`config.mk`:
```
export PLATFORM = sky130hd
export DESIGN_NAME = stripes_mac_seq_flat
export DESIGN_NICKNAME = d
export VERILOG_FILES = /design/src/rtl/stripes_mac_seq_pkg.sv /design/src/rtl/stripes_mac_seq_if.sv /design/src/rtl/stripes_mac_seq_adder_tree.sv /design/src/rtl/stripes_mac_seq.sv /design/src/flat_wrapper.sv
export SDC_FILE = /design/constraint.sdc
export NUM_CORES = 1
export LEC_CHECK = 0
export ABC_AREA = 0
export ABC_CLOCK_PERIOD_IN_PS = 12600
export CAP_MARGIN = 20
export CORE_UTILIZATION = 40
export CTS_CLUSTER_DIAMETER = 40
export DETAILED_ROUTE_END_ITERATION = 8
export HOLD_SLACK_MARGIN = 0.02
export PLACE_DENSITY = 0.66
export SLEW_MARGIN = 5
export SYNTH_ARGS = -nofsm -noshare
export SYNTH_HDL_FRONTEND = slang
export SYNTH_SLANG_ARGS = --single-unit
export TNS_END_PERCENT = 1
```
`constraint.sdc`:
```
create_clock -name clk -period 12.6 [get_ports clk]
set_clock_uncertainty 0.05 [all_clocks]
set_input_delay 2.52 -clock clk [delete_from_list [all_inputs] [get_ports clk]]
set_output_delay 2.52 -clock clk [all_outputs]
set_load 0.01 [all_outputs]
```
`src/rtl/stripes_mac_seq_pkg.sv`:
```
// Shared types and width helpers for the bit-serial (Stripes-style) MAC.
package stripes_pkg;

  typedef enum logic [1:0] {
    IDLE = 2'd0,
    RUN  = 2'd1,
    DONE = 2'd2
  } state_t;

  // Partial sum of VEC_LENGTH lanes never overflows this width.
  function automatic int psum_w(input int dw, input int n);
    return dw + $clog2(n);
  endfunction

  function automatic int bidx_w(input int mw);
    return (mw > 1) ? $clog2(mw) : 1;
  endfunction

endpackage

```
`src/rtl/stripes_mac_seq_if.sv`:
```
// Job/result handshake bundle for stripes_mac_seq.
interface stripes_mac_seq_if #(
    parameter int DATA_WIDTH   = 8,
    parameter int VEC_LENGTH   = 16,
    parameter int MAX_W_BITS   = 8,
    parameter int ACC_WIDTH    = DATA_WIDTH + MAX_W_BITS + $clog2(VEC_LENGTH),
    parameter int RESULT_WIDTH = 2 * DATA_WIDTH
);
    logic                                   in_valid;
    logic                                   in_ready;
    logic [VEC_LENGTH-1:0][DATA_WIDTH-1:0]  act_in;
    logic [VEC_LENGTH-1:0][MAX_W_BITS-1:0]  w_in;
    logic [$clog2(MAX_W_BITS+1)-1:0]        w_prec;
    logic                                   w_signed;
    logic                                   load_accum;
    logic signed [ACC_WIDTH-1:0]            accum_prev;
    logic                                   out_valid;
    logic                                   out_ready;
    logic signed [ACC_WIDTH-1:0]            accum_out;
    logic signed [RESULT_WIDTH-1:0]         result;

    modport master (
        output in_valid, act_in, w_in, w_prec, w_signed, load_accum, accum_prev, out_ready,
        input  in_ready, out_valid, accum_out, result
    );

    modport slave (
        input  in_valid, act_in, w_in, w_prec, w_signed, load_accum, accum_prev, out_ready,
        output in_ready, out_valid, accum_out, result
    );
endinterface

```
`src/rtl/stripes_mac_seq_adder_tree.sv`:
```
// Gated, sign-extending binary adder tree summing the selected activation lanes.
module stripes_adder_tree
    import stripes_pkg::*;
#(
    parameter int DATA_WIDTH = 8,
    parameter int VEC_LENGTH = 16
) (
    input  logic [VEC_LENGTH-1:0][DATA_WIDTH-1:0]          i_act,
    input  logic [VEC_LENGTH-1:0]                          i_gate,
    output logic signed [psum_w(DATA_WIDTH,VEC_LENGTH)-1:0] o_sum
);
    localparam int PSW = psum_w(DATA_WIDTH, VEC_LENGTH);

    // Heap layout: node k has children 2k+1 and 2k+2; leaves start at VEC_LENGTH-1.
    logic signed [PSW-1:0] w_node [0:2*VEC_LENGTH-2];

    genvar gi;
    generate
        for (gi = 0; gi < VEC_LENGTH; gi++) begin : g_leaf
            assign w_node[VEC_LENGTH-1+gi] = i_gate[gi] ? PSW'($signed(i_act[gi])) : '0;
        end
        for (gi = 0; gi < VEC_LENGTH-1; gi++) begin : g_node
            assign w_node[gi] = w_node[2*gi+1] + w_node[2*gi+2];
        end
    endgenerate

    assign o_sum = w_node[0];
endmodule

```
`src/rtl/stripes_mac_seq.sv`:
```
// Bit-serial vector MAC: one weight bit-plane per cycle, shift-accumulated, saturated output.
module stripes_mac_seq
    import stripes_pkg::*;
#(
    parameter int DATA_WIDTH   = 8,
    parameter int VEC_LENGTH   = 16,
    parameter int MAX_W_BITS   = 8,
    parameter int ACC_WIDTH    = DATA_WIDTH + MAX_W_BITS + $clog2(VEC_LENGTH),
    parameter int RESULT_WIDTH = 2 * DATA_WIDTH
) (
    input logic              clk,
    input logic              reset,
    stripes_mac_seq_if.slave bus
);
    localparam int PSW = psum_w(DATA_WIDTH, VEC_LENGTH);
    localparam int BW  = bidx_w(MAX_W_BITS);
    localparam int PW  = $clog2(MAX_W_BITS + 1);

    state_t                                r_state;
    logic [VEC_LENGTH-1:0][DATA_WIDTH-1:0] r_act;
    logic [VEC_LENGTH-1:0][MAX_W_BITS-1:0] r_w;
    logic [PW-1:0]                         r_p;
    logic                                  r_sgn;
    logic [BW-1:0]                         r_b;
    logic signed [ACC_WIDTH-1:0]           r_acc;

    logic                                  w_accept;
    logic [PW-1:0]                         w_peff;
    logic [VEC_LENGTH-1:0]                 w_gate;
    logic signed [PSW-1:0]                 w_psum;
    logic signed [PSW:0]                   w_pext;
    logic signed [PSW:0]                   w_px;
    logic                                  w_last;
    logic signed [ACC_WIDTH-1:0]           w_term;

    assign w_accept = (r_state == IDLE) && bus.in_valid;
    assign w_peff   = (bus.w_prec == '0 || bus.w_prec > PW'(MAX_W_BITS)) ? PW'(MAX_W_BITS)
                                                                        : bus.w_prec;

    genvar gl;
    generate
        for (gl = 0; gl < VEC_LENGTH; gl++) begin : g_gate
            assign w_gate[gl] = r_w[gl][r_b];
        end
    endgenerate

    stripes_adder_tree #(
        .DATA_WIDTH (DATA_WIDTH),
        .VEC_LENGTH (VEC_LENGTH)
    ) u_tree (
        .i_act  (r_act),
        .i_gate (w_gate),
        .o_sum  (w_psum)
    );

    // The MSB plane of a two's-complement weight carries negative weight.
    assign w_last = (PW'(r_b) == r_p - PW'(1));
    assign w_pext = (PSW+1)'(w_psum);
    assign w_px   = (r_sgn && w_last) ? -w_pext : w_pext;
    assign w_term = ACC_WIDTH'(w_px) <<< r_b;

    always_ff @(posedge clk) begin
        if (w_accept) begin
            r_act <= bus.act_in;
            r_w   <= bus.w_in;
            r_p   <= w_peff;
            r_sgn <= bus.w_signed;
        end
    end

    always_ff @(posedge clk or posedge reset) begin
        if (reset) begin
            r_state <= IDLE;
            r_acc   <= '0;
            r_b     <= '0;
        end else begin
            case (r_state)
                IDLE: if (bus.in_valid) begin
                    r_acc   <= bus.load_accum ? bus.accum_prev : '0;
                    r_b     <= '0;
                    r_state <= RUN;
                end
                RUN: begin
                    r_acc <= r_acc + w_term;
                    if (w_last) r_state <= DONE;
                    else        r_b     <= r_b + BW'(1);
                end
                DONE: if (bus.out_ready) r_state <= IDLE;
                default: r_state <= IDLE;
            endcase
        end
    end

    assign bus.in_ready  = (r_state == IDLE);
    assign bus.out_valid = (r_state == DONE);
    assign bus.accum_out = r_acc;

    generate
        if (RESULT_WIDTH < ACC_WIDTH) begin : g_sat
            localparam logic signed [ACC_WIDTH-1:0] R_MAX =
                {{(ACC_WIDTH-RESULT_WIDTH+1){1'b0}}, {(RESULT_WIDTH-1){1'b1}}};
            localparam logic signed [ACC_WIDTH-1:0] R_MIN =
                {{(ACC_WIDTH-RESULT_WIDTH+1){1'b1}}, {(RESULT_WIDTH-1){1'b0}}};
            assign bus.result = (r_acc > R_MAX) ? RESULT_WIDTH'(R_MAX) :
                                (r_acc < R_MIN) ? RESULT_WIDTH'(R_MIN) :
                                                  RESULT_WIDTH'(r_acc);
        end else begin : g_nosat
            assign bus.result = RESULT_WIDTH'(r_acc);
        end
    endgenerate
endmodule

```
`src/flat_wrapper.sv`:
```
// flat-port wrapper written by rule: the top's interface ports become plain ports
module stripes_mac_seq_flat import stripes_pkg::*;
#(
    parameter int DATA_WIDTH   = 8,
    parameter int VEC_LENGTH   = 16,
    parameter int MAX_W_BITS   = 8,
    parameter int ACC_WIDTH    = DATA_WIDTH + MAX_W_BITS + $clog2(VEC_LENGTH),
    parameter int RESULT_WIDTH = 2 * DATA_WIDTH
)
  (clk, reset, bus_in_valid, bus_act_in, bus_w_in, bus_w_prec, bus_w_signed, bus_load_accum, bus_accum_prev, bus_out_ready, bus_in_ready, bus_out_valid, bus_accum_out, bus_result);
  stripes_mac_seq_if #(.DATA_WIDTH(DATA_WIDTH), .VEC_LENGTH(VEC_LENGTH), .MAX_W_BITS(MAX_W_BITS), .ACC_WIDTH(ACC_WIDTH), .RESULT_WIDTH(RESULT_WIDTH)) bus_i ();
  input logic clk;
  input logic reset;
  input wire logic [$bits(bus_i.in_valid)-1:0] bus_in_valid;
  input wire logic [$bits(bus_i.act_in)-1:0] bus_act_in;
  input wire logic [$bits(bus_i.w_in)-1:0] bus_w_in;
  input wire logic [$bits(bus_i.w_prec)-1:0] bus_w_prec;
  input wire logic [$bits(bus_i.w_signed)-1:0] bus_w_signed;
  input wire logic [$bits(bus_i.load_accum)-1:0] bus_load_accum;
  input wire logic [$bits(bus_i.accum_prev)-1:0] bus_accum_prev;
  input wire logic [$bits(bus_i.out_ready)-1:0] bus_out_ready;
  output wire logic [$bits(bus_i.in_ready)-1:0] bus_in_ready;
  output wire logic [$bits(bus_i.out_valid)-1:0] bus_out_valid;
  output wire logic [$bits(bus_i.accum_out)-1:0] bus_accum_out;
  output wire logic [$bits(bus_i.result)-1:0] bus_result;
  assign bus_i.in_valid = bus_in_valid;
  assign bus_i.act_in = bus_act_in;
  assign bus_i.w_in = bus_w_in;
  assign bus_i.w_prec = bus_w_prec;
  assign bus_i.w_signed = bus_w_signed;
  assign bus_i.load_accum = bus_load_accum;
  assign bus_i.accum_prev = bus_accum_prev;
  assign bus_i.out_ready = bus_out_ready;
  assign bus_in_ready = bus_i.in_ready;
  assign bus_out_valid = bus_i.out_valid;
  assign bus_accum_out = bus_i.accum_out;
  assign bus_result = bus_i.result;
  stripes_mac_seq #(.DATA_WIDTH(DATA_WIDTH), .VEC_LENGTH(VEC_LENGTH), .MAX_W_BITS(MAX_W_BITS), .ACC_WIDTH(ACC_WIDTH), .RESULT_WIDTH(RESULT_WIDTH)) u_core (.clk(clk), .reset(reset), .bus(bus_i));
endmodule
```
==> run summary, run 1 <==
status: finished clean
met1 GRT Util: 26.9%
DR pass1 iterations: 5
most used cell along the critical path: fa_1
dpl hpwl: 31.1 mm
worst r2r dst: u_core.bus.accum_out[18]
Inserted Diodes: 0
# hold bufs at CTS: 0
htree depth: 2
R2R depth: 33
CP Launch Type: flop
Max Fclk: 0.0918 GHz
layout cells sized above 1: 8.34%
arrival time at the worst endpoint: 11.28 ns
WP data required: 12.98 ns
synthesized area: 16000 um2
HP Class: flop to flop
FP Rows: 72
via count: 10400
commonest non-fill, non-tap cell in the layout: clkdlybuf4s50_1
Detailed Route Iter0 Violations: 473
total wire length: 40.6 mm
synth-to-layout area growth: 33.2%
Worst Hold Launch: u_core.bus.accum_out[14]
Tot GR Track Use: 20.5%
minimum clock period: 10.90 ns
vias in the first global route: 11200
crit path max-delay cell type: mux2i_1
Residual DRC: 0
Die ar.: 40700 um2
Resize count post-CTS: 0
Final setup viols: 0
nets@finish: 1974
Die W: 202 um
Crit Path Category: flop to flop
Clock Latency Late Sink: 0.56 ns
post-synthesis async set-or-reset flop share: 8.74%
Syn Nets: 1629
CP endpoint kind: flop
antenna viol nets, final: 0
Max clock buf depth: 3
TritonCTS clock tree: yes
busiest metal layer after global routing: met2
Seq/Total Area, Yosys: 53.0%
CP peak stage delay: 0.77 ns
core area: 39000 um2
global-route wire length before repair: 62.9 mm
commonest cells after routing, fill and taps aside: 323 x clkdlybuf4s50_1, 261 x edfxtp_1, 138 x inv_1, 137 x nand2_1, 121 x fa_1
library cells used by synthesis: 75
Overflow after GRT: 0
setup TNS: 0 ns
synthesized flop and latch total: 286
Post-synth EDFFs: 261
hold depth: 2
RSZ-0062 raised after global routing: false
DR vias/cell: 4.99
met3 Usage GRT: 4.47%
Slew @ Worst Pin: 1.06 ns
Final Cycle Share: 86.5%
r2r setup slk: 1.70 ns
Hold Fails Final Rpt: 0
Hold Path End: u_core.bus.accum_out[14]
max_cap viols: 0
io pins: 324
routability cong.: 0.863
WL/cell: 19.5 um
top_reg_cell synth: edfxtp_1
Mapped Cells: 1183
IO Port Bufs: 323
grt met2 use: 34.5%
initial antenna violation count: 0
CTS clk-pin slew, worst paths: 0.05 ns
pin count of the biggest net entering global routing: 84
root buffer cell: clkbuf_16
Worst slew margin: 29.6%
reg2reg start: u_core.r_b[0]
postcts setup bufs: 0
initial core utilization: 40.9%
Die Ht: 202 um
Slew Viols, Final: 0
Synthesis Warnings: 0
TritonCTS buffer count: 41
clock sink total: 286
Synth Area per Inst: 13.5 um2
Crit Path Max Fanout: 31
==> cells by family after synthesis <==
family | share of synthesized area [%]
flip-flops | 53.0
AND/OR/NAND/NOR | 9.64
multiplexers | 6.19
XOR/XNOR | 1.72
AO/OA/AOI/OAI | 7.12
adder cells (fa/ha/maj) | 18.2
buffers and inverters | 4.09
==> synth_stat cells, drive strengths merged, types with 3 or more instances <==
library cell / number / share of area, %
a211oi: 17 / 0.80
a21boi: 4 / 0.19
a21o: 8 / 0.38
a21oi: 24 / 0.78
a22oi: 4 / 0.19
a31oi: 12 / 0.47
and2: 28 / 1.1
and3: 4 / 0.16
buf: 12 / 0.33
clkbuf: 20 / 0.47
dfrtp: 25 / 3.9
edfxtp: 261 / 49
fa: 121 / 15
ha: 39 / 3.1
inv: 140 / 3.3
mux2: 3 / 0.24
mux2i: 23 / 1.4
mux4: 32 / 4.5
nand2: 137 / 3.2
nand2b: 17 / 0.67
nand3: 8 / 0.25
nor2: 35 / 0.84
nor2b: 44 / 1.8
nor3: 15 / 0.47
nor3b: 4 / 0.19
nor4: 3 / 0.12
o211ai: 3 / 0.14
o21a: 23 / 1.1
o21ai: 33 / 1.0
o21bai: 4 / 0.19
o22ai: 5 / 0.20
o31a: 4 / 0.22
o31ai: 3 / 0.17
or2: 6 / 0.24
or3: 5 / 0.20
xnor2: 18 / 1.0
xor2: 10 / 0.55
==> how the worst max path moves through the flow <==
stage,startpoint,end,slack [ns],cells past startpoint
floorplan,u_core.r_b[0],u_core.bus.accum_out[18],2.87,35
global placement,u_core.r_b[0],u_core.bus.accum_out[18],2.03,33
detailed placement,u_core.r_b[0],u_core.bus.accum_out[18],1.74,33
CTS,u_core.r_b[0],u_core.bus.accum_out[18],1.68,33
global route,u_core.r_b[0],u_core.bus.accum_out[18],0.97,33
finish,u_core.r_b[0],u_core.bus.accum_out[18],1.70,33
==> routing by layer <==
layer	share of wire (%)	up-vias
met5	0	-
met1	42	5140
li1	-	4856
met2	50	325
met4	1.7	0
met3	6.2	43
==> area by class of cell <==
class	count	area, um2
clock inverter	25	363
timing repair buffer	334	3340
sequential	286	8470
tap	518	648
inverter	140	526
multi-input combinational	725	6850
clock buffer	48	1080
fill	3231	17700
==> per-stage QoR <==
step	util [%]	instances	area, um2	setup WS, ns	hold slack [ns]
2_1_floorplan	-	1183	16000	2.87	0.507
3_3_place_gp	50.8	2000	19800	2.03	0.496
3_5_place_dp	50.8	2001	19800	1.74	0.506
4_1_cts	54.5	2074	21300	1.68	0.521
5_1_grt	54.5	2076	21300	0.974	0.557
6_report	54.5	2076	21300	1.70	0.518
==> registers in the layout (all words and copies together) (netlist names) <==
name / flops
u_core.r_w: 128
u_core.r_b: 3
u_core.bus.accum_out: 20
u_core.r_act: 128
u_core.r_sgn: 1
u_core.r_p: 4
u_core.r_state: 2
==> critical path, delay by kind of cell (launching register included) <==
kind | cells | cell delay (ns)
mux | 2 | 1.31
fa+ha+maj | 9 | 4.08
flops | 1 | 0.70
simple gates | 7 | 1.95
buf+inv | 6 | 0.62
compound gates | 9 | 1.99
Power of run 1 is left out: the tool's default activity adds up to more than one toggle a clock period on the data nets, which glitch-free logic cannot reach.
==> run 2, diff against run 1 <==
--- a/config.mk
+++ b/config.mk
@@ -7,12 +7,12 @@
 export LEC_CHECK = 0
 export ABC_AREA = 0
 export ABC_CLOCK_PERIOD_IN_PS = 12600
-export CAP_MARGIN = 20
 export CORE_UTILIZATION = 40
 export CTS_CLUSTER_DIAMETER = 40
 export DETAILED_ROUTE_END_ITERATION = 8
+export DONT_BUFFER_PORTS = 1
 export HOLD_SLACK_MARGIN = 0.02
-export PLACE_DENSITY = 0.66
+export PLACE_DENSITY = 0.55
 export SLEW_MARGIN = 5
 export SYNTH_ARGS = -nofsm -noshare
 export SYNTH_HDL_FRONTEND = slang
==> run 2 against run 1 <==
Setup slack lost 0.097 ns. Maximum frequency decreased by 0.88%. Non-clock buffer count is 323 lower. Register-to-register slack lost 0.097 ns. Count of clock-buffer cells in the layout up 2. Critical path type unchanged. Critical endpoint unchanged.
==> run summary, run 2 (same netlist as run 1, synthesis figures left out) <==
WL/cell: 21.8 um
max_cap viols: 0
dpl hpwl: 29.3 mm
clock sink total: 286
CP peak stage delay: 0.89 ns
Crit Path Max Fanout: 23
crit path max-delay cell type: dfrtp_2
core area: 39000 um2
Die Ht: 202 um
pin count of the biggest net entering global routing: 77
Final Cycle Share: 87.3%
Overflow after GRT: 0
global-route wire length before repair: 58.3 mm
RSZ-0062 raised after global routing: false
TritonCTS clock tree: yes
HP Class: flop to flop
initial core utilization: 40.9%
commonest non-fill, non-tap cell in the layout: edfxtp_1
CP endpoint kind: flop
Worst slew margin: 23.3%
DR vias/cell: 5.18
Final setup viols: 0
initial antenna violation count: 11
total wire length: 38.6 mm
postcts setup bufs: 0
Max Fclk: 0.0910 GHz
FP Rows: 72
Resize count post-CTS: 0
htree depth: 2
Critical path buffers and inverters: 5
Util after Layout: 47.0%
root buffer cell: clkbuf_16
synth-to-layout area growth: 14.9%
layout cells sized above 1: 12.0%
Tot GR Track Use: 19.3%
final setup margin: 1.61 ns
Die W: 202 um
via count: 9178
Slew Viols, Final: 0
setup TNS: 0 ns
WP data required: 12.98 ns
post-place setup slack: 1.51 ns
Crit Path Category: flop to flop
Hold Fails Final Rpt: 0
commonest cells after routing, fill and taps aside: 261 x edfxtp_1, 138 x inv_1, 137 x nand2_1, 121 x fa_1, 48 x clkbuf_16
vias in the first global route: 9698
# hold bufs at CTS: 0
Slew @ Worst Pin: 1.12 ns
Residual DRC: 0
Clock Latency Late Sink: 0.58 ns
CP Launch Type: flop
IO Port Bufs: 0
Max clock buf depth: 3
TritonCTS buffer count: 47
status: finished clean
routability cong.: 0.832
nets@finish: 1657
Die ar.: 40700 um2
minimum clock period: 10.99 ns
most used cell along the critical path: fa_1
CTS clk-pin slew, worst paths: 0.05 ns
crit-path leading delay family: adder cells
Cell Area, Placed: 16600 um2
Detailed Route Iter0 Violations: 438
antenna viol nets, final: 0
arrival time at the worst endpoint: 11.37 ns
DR pass1 iterations: 5
io pins: 324
Final Cell Area: 18300 um2
[run 2: cell types whose count changed in the layout (fill, tap and decap cells not counted), sizes merged]
cell,before,now
clkbuf,48,50
clkdlybuf4s50,323,0
bufinv,7,9
clkinv,8,12
diode,0,3
inv,146,153
[run 2: layout make-up]
type / instances / area [um2]
inverter: 140 / 526
timing repair buffer: 11 / 82.6
antenna: 3 / 7.51
clock inverter: 38 / 553
sequential: 286 / 8470
tap: 518 / 648
multi-input combinational: 725 / 6850
fill: 3497 / 20700
clock buffer: 50 / 1210
[run 2: final timing paths]
check	start	end	slack, ns	cells after the start
min in group asynchronous	reset	u_core.r_state[1]	2.02	1
max in group asynchronous	reset	u_core.r_b[1]	9.78	1
max	u_core.r_b[0]	u_core.bus.accum_out[18]	1.61	32
min	u_core.bus.accum_out[13]	u_core.bus.accum_out[13]	0.57	2
max reg2reg	u_core.r_b[0]	u_core.bus.accum_out[18]	1.61	32
min reg2reg	u_core.bus.accum_out[13]	u_core.bus.accum_out[13]	0.57	2
[run 2: worst min-delay path: cells and delay by family (launching register included)]
family	cells	cell delay [ns]
flops	1	0.44
compound gates	1	0.07
simple gates	1	0.06
[run 2: layer usage]
metal	GRT usage (%)	wire, um	up-vias
met1	25.5	16400	4531
met3	6.05	3200	72
met2	30.2	18200	329
met5	0	62	-
met4	6.11	772	12
li1	-	-	4234
[run 2: through the flow]
step	std cells	hold WS, ns
finish	1771	0.565
global route	1769	0.610
CTS	1768	0.568
detailed placement	1680	0.555
global placement	1680	0.552
floorplan	1183	0.507
Power of run 2 is left out for the same reason.
==> run 3, diff against run 2 <==
--- a/config.mk
+++ b/config.mk
@@ -12,9 +12,10 @@
 export DETAILED_ROUTE_END_ITERATION = 8
 export DONT_BUFFER_PORTS = 1
 export HOLD_SLACK_MARGIN = 0.02
-export PLACE_DENSITY = 0.55
+export RECOVER_POWER = 100
 export SLEW_MARGIN = 5
 export SYNTH_ARGS = -nofsm -noshare
 export SYNTH_HDL_FRONTEND = slang
+export SYNTH_HIERARCHICAL = 1
 export SYNTH_SLANG_ARGS = --single-unit
 export TNS_END_PERCENT = 1
==> run 3 against run 2 <==
The flow now finishes with violations (max-capacitance violations, max-slew violations). Non-clock buffer count is 1 lower. Via count increased by 8.8%. Highest routed layer unchanged. Critical path type unchanged. Maximum frequency rose by 2.8%. Core utilization fell by 0.93 points. Setup slack better by 0.30 ns. Synthesized cell count increased by 7.9%. Global-route usage grew 0.80 points. Cell area grew 0.98%.
==> run summary, run 3 <==
CTS clk-pin slew, worst paths: 0.05 ns
TritonCTS clock tree: yes
Max Fclk: 0.0935 GHz
core area: 40200 um2
commonest non-fill, non-tap cell in the layout: edfxtp_1
routability cong.: 0.866
minimum clock period: 10.69 ns
io pins: 324
top_reg_cell synth: edfxtp_1
Crit Path Max Fanout: 35
Syn Nets: 1723
max_cap viols: 6
Resize count post-CTS: 0
post-synth top area cell: edfxtp_1
Synth Area per Inst: 12.9 um2
share of the synthesized area in the top cell type: 47.6%
most used cell along the critical path: fa_1
crit path max-delay cell type: dfrtp_4
arrival time at the worst endpoint: 11.09 ns
Residual DRC: 0
Worst slew margin: -218%
failing checks: max-capacitance violations, max-slew violations
htree depth: 2
worst hold slack: 0.599 ns
layout cells sized above 1: 10.8%
vias in the first global route: 10200
CP Launch Type: flop
nets@finish: 1728
Slew Viols, Final: 323
CP endpoint kind: flop
synthesized area: 16500 um2
Final setup viols: 0
Seq/Total Area, Yosys: 51.4%
IO Port Bufs: 0
synthesized flop and latch total: 286
count leader, synth: edfxtp_1
antenna viol nets, final: 0
Hold Fails Final Rpt: 0
synth cell count leaders: 261 x edfxtp_1, 160 x nand2_1, 146 x inv_1, 121 x fa_1, 60 x and2_1
setup TNS: 0 ns
Final Cycle Share: 84.9%
top cells by area in the synthesized netlist: edfxtp_1 48%, fa_1 15%, mux4_2 4.9%
Mapped Cells: 1277
total wire length: 41.9 mm
Clock Latency Late Sink: 0.58 ns
HP Class: flop to flop
post-synthesis async set-or-reset flop share: 8.74%
postcts setup bufs: 0
TritonCTS buffer count: 46
initial antenna violation count: 17
FP Rows: 73
Synthesis Warnings: 6
synth-to-layout area growth: 12.5%
root buffer cell: clkbuf_16
RSZ-0062 raised after global routing: false
clock sink total: 286
Die W: 205 um
Detailed Route Iter0 Violations: 636
dpl hpwl: 31.9 mm
status: finished with violations
Crit Path Category: flop to flop
via count: 9983
initial core utilization: 41.0%
pin count of the biggest net entering global routing: 89
commonest cells after routing, fill and taps aside: 261 x edfxtp_1, 160 x nand2_1, 146 x inv_1, 121 x fa_1, 59 x and2_1
DR vias/cell: 5.40
Post-synth EDFFs: 261
Die Ht: 205 um
WL/cell: 22.7 um
CP peak stage delay: 0.82 ns
Slew @ Worst Pin: 4.77 ns
Tot GR Track Use: 20.1%
Max clock buf depth: 3
global-route wire length before repair: 61.4 mm
Overflow after GRT: 0
WP data required: 13.00 ns
library cells used by synthesis: 79
# hold bufs at CTS: 0
Die ar.: 42000 um2
DR pass1 iterations: 5
-- run 3: changes by cell type in the layout (fill, tap and decap cells not counted), sizes merged, moves of 12 or more --
cell | previous run | this run
and2 | 28 | 61
nand2 | 137 | 160
nand4 | 2 | 14
nor2b | 44 | 10
a21o | 8 | 20
mux2i | 23 | 7
-- run 3: final timing paths --
kind	start	endpoint	slack, ns	cells after the start
max reg2reg	u_core/r_b[0]	u_core/bus.accum_out[18]	1.91	34
max	u_core/r_b[0]	u_core/bus.accum_out[18]	1.91	34
min in group asynchronous	reset	u_core/bus.accum_out[18]	2.33	2
max in group asynchronous	reset	u_core/r_b[0]	9.07	2
min	u_core/bus.accum_out[5]	u_core/bus.accum_out[5]	0.60	2
min reg2reg	u_core/bus.accum_out[5]	u_core/bus.accum_out[5]	0.60	2
-- run 3: cell families (layout without fill, tap and decap cells) --
family / Yosys count / count (layout) / share of synthesized area [%]
simple gates: 364 / 364 / 10.6
compound gates: 188 / 188 / 8.24
flops: 286 / 286 / 51.4
mux: 49 / 49 / 5.78
buf+inv: 201 / 242 / 4.72
other cells: 0 / 5 / 0
fa+ha+maj: 160 / 160 / 17.7
xor+xnor: 29 / 29 / 1.54
-- run 3: through the flow --
stage | area, um2 | instances | util [%] | worst slack [ns]
floorplan | 16500 | 1277 | - | 1.76
global placement | 17000 | 1759 | 42.3 | 2.10
detailed placement | 17000 | 1759 | 42.3 | 2.04
CTS | 18500 | 1843 | 46.1 | 2.02
global route | 18500 | 1847 | 46.1 | 1.10
finish | 18500 | 1848 | 46.1 | 1.91
-- run 3: layout make-up --
class,count,area (um2)
clock inverters,34,372
flip-flops and latches,286,8470
diodes,5,12.5
inverters,148,556
clock buffers,50,1190
well taps,525,657
fillers,3636,21700
multi-input cells,790,7220
repair buffers,10,56.3
-- run 3: critical path, delay by kind of cell (launching register included) --
family / cells / cell delay [ns]
xor+xnor: 1 / 0.58
fa+ha+maj: 8 / 3.68
flops: 1 / 0.82
simple gates: 7 / 1.17
compound gates: 11 / 2.30
mux: 3 / 1.22
buf+inv: 4 / 0.74
-- run 3: layer usage --
metal | global-route usage [%] | wire length (um) | up-vias
met5 | 0 | 74 | -
met4 | 6.67 | 1060 | 12
met3 | 6.24 | 3340 | 81
met2 | 33.0 | 20700 | 375
met1 | 25.1 | 16700 | 4950
li1 | - | - | 4565
Power of run 3 is left out for the same reason.
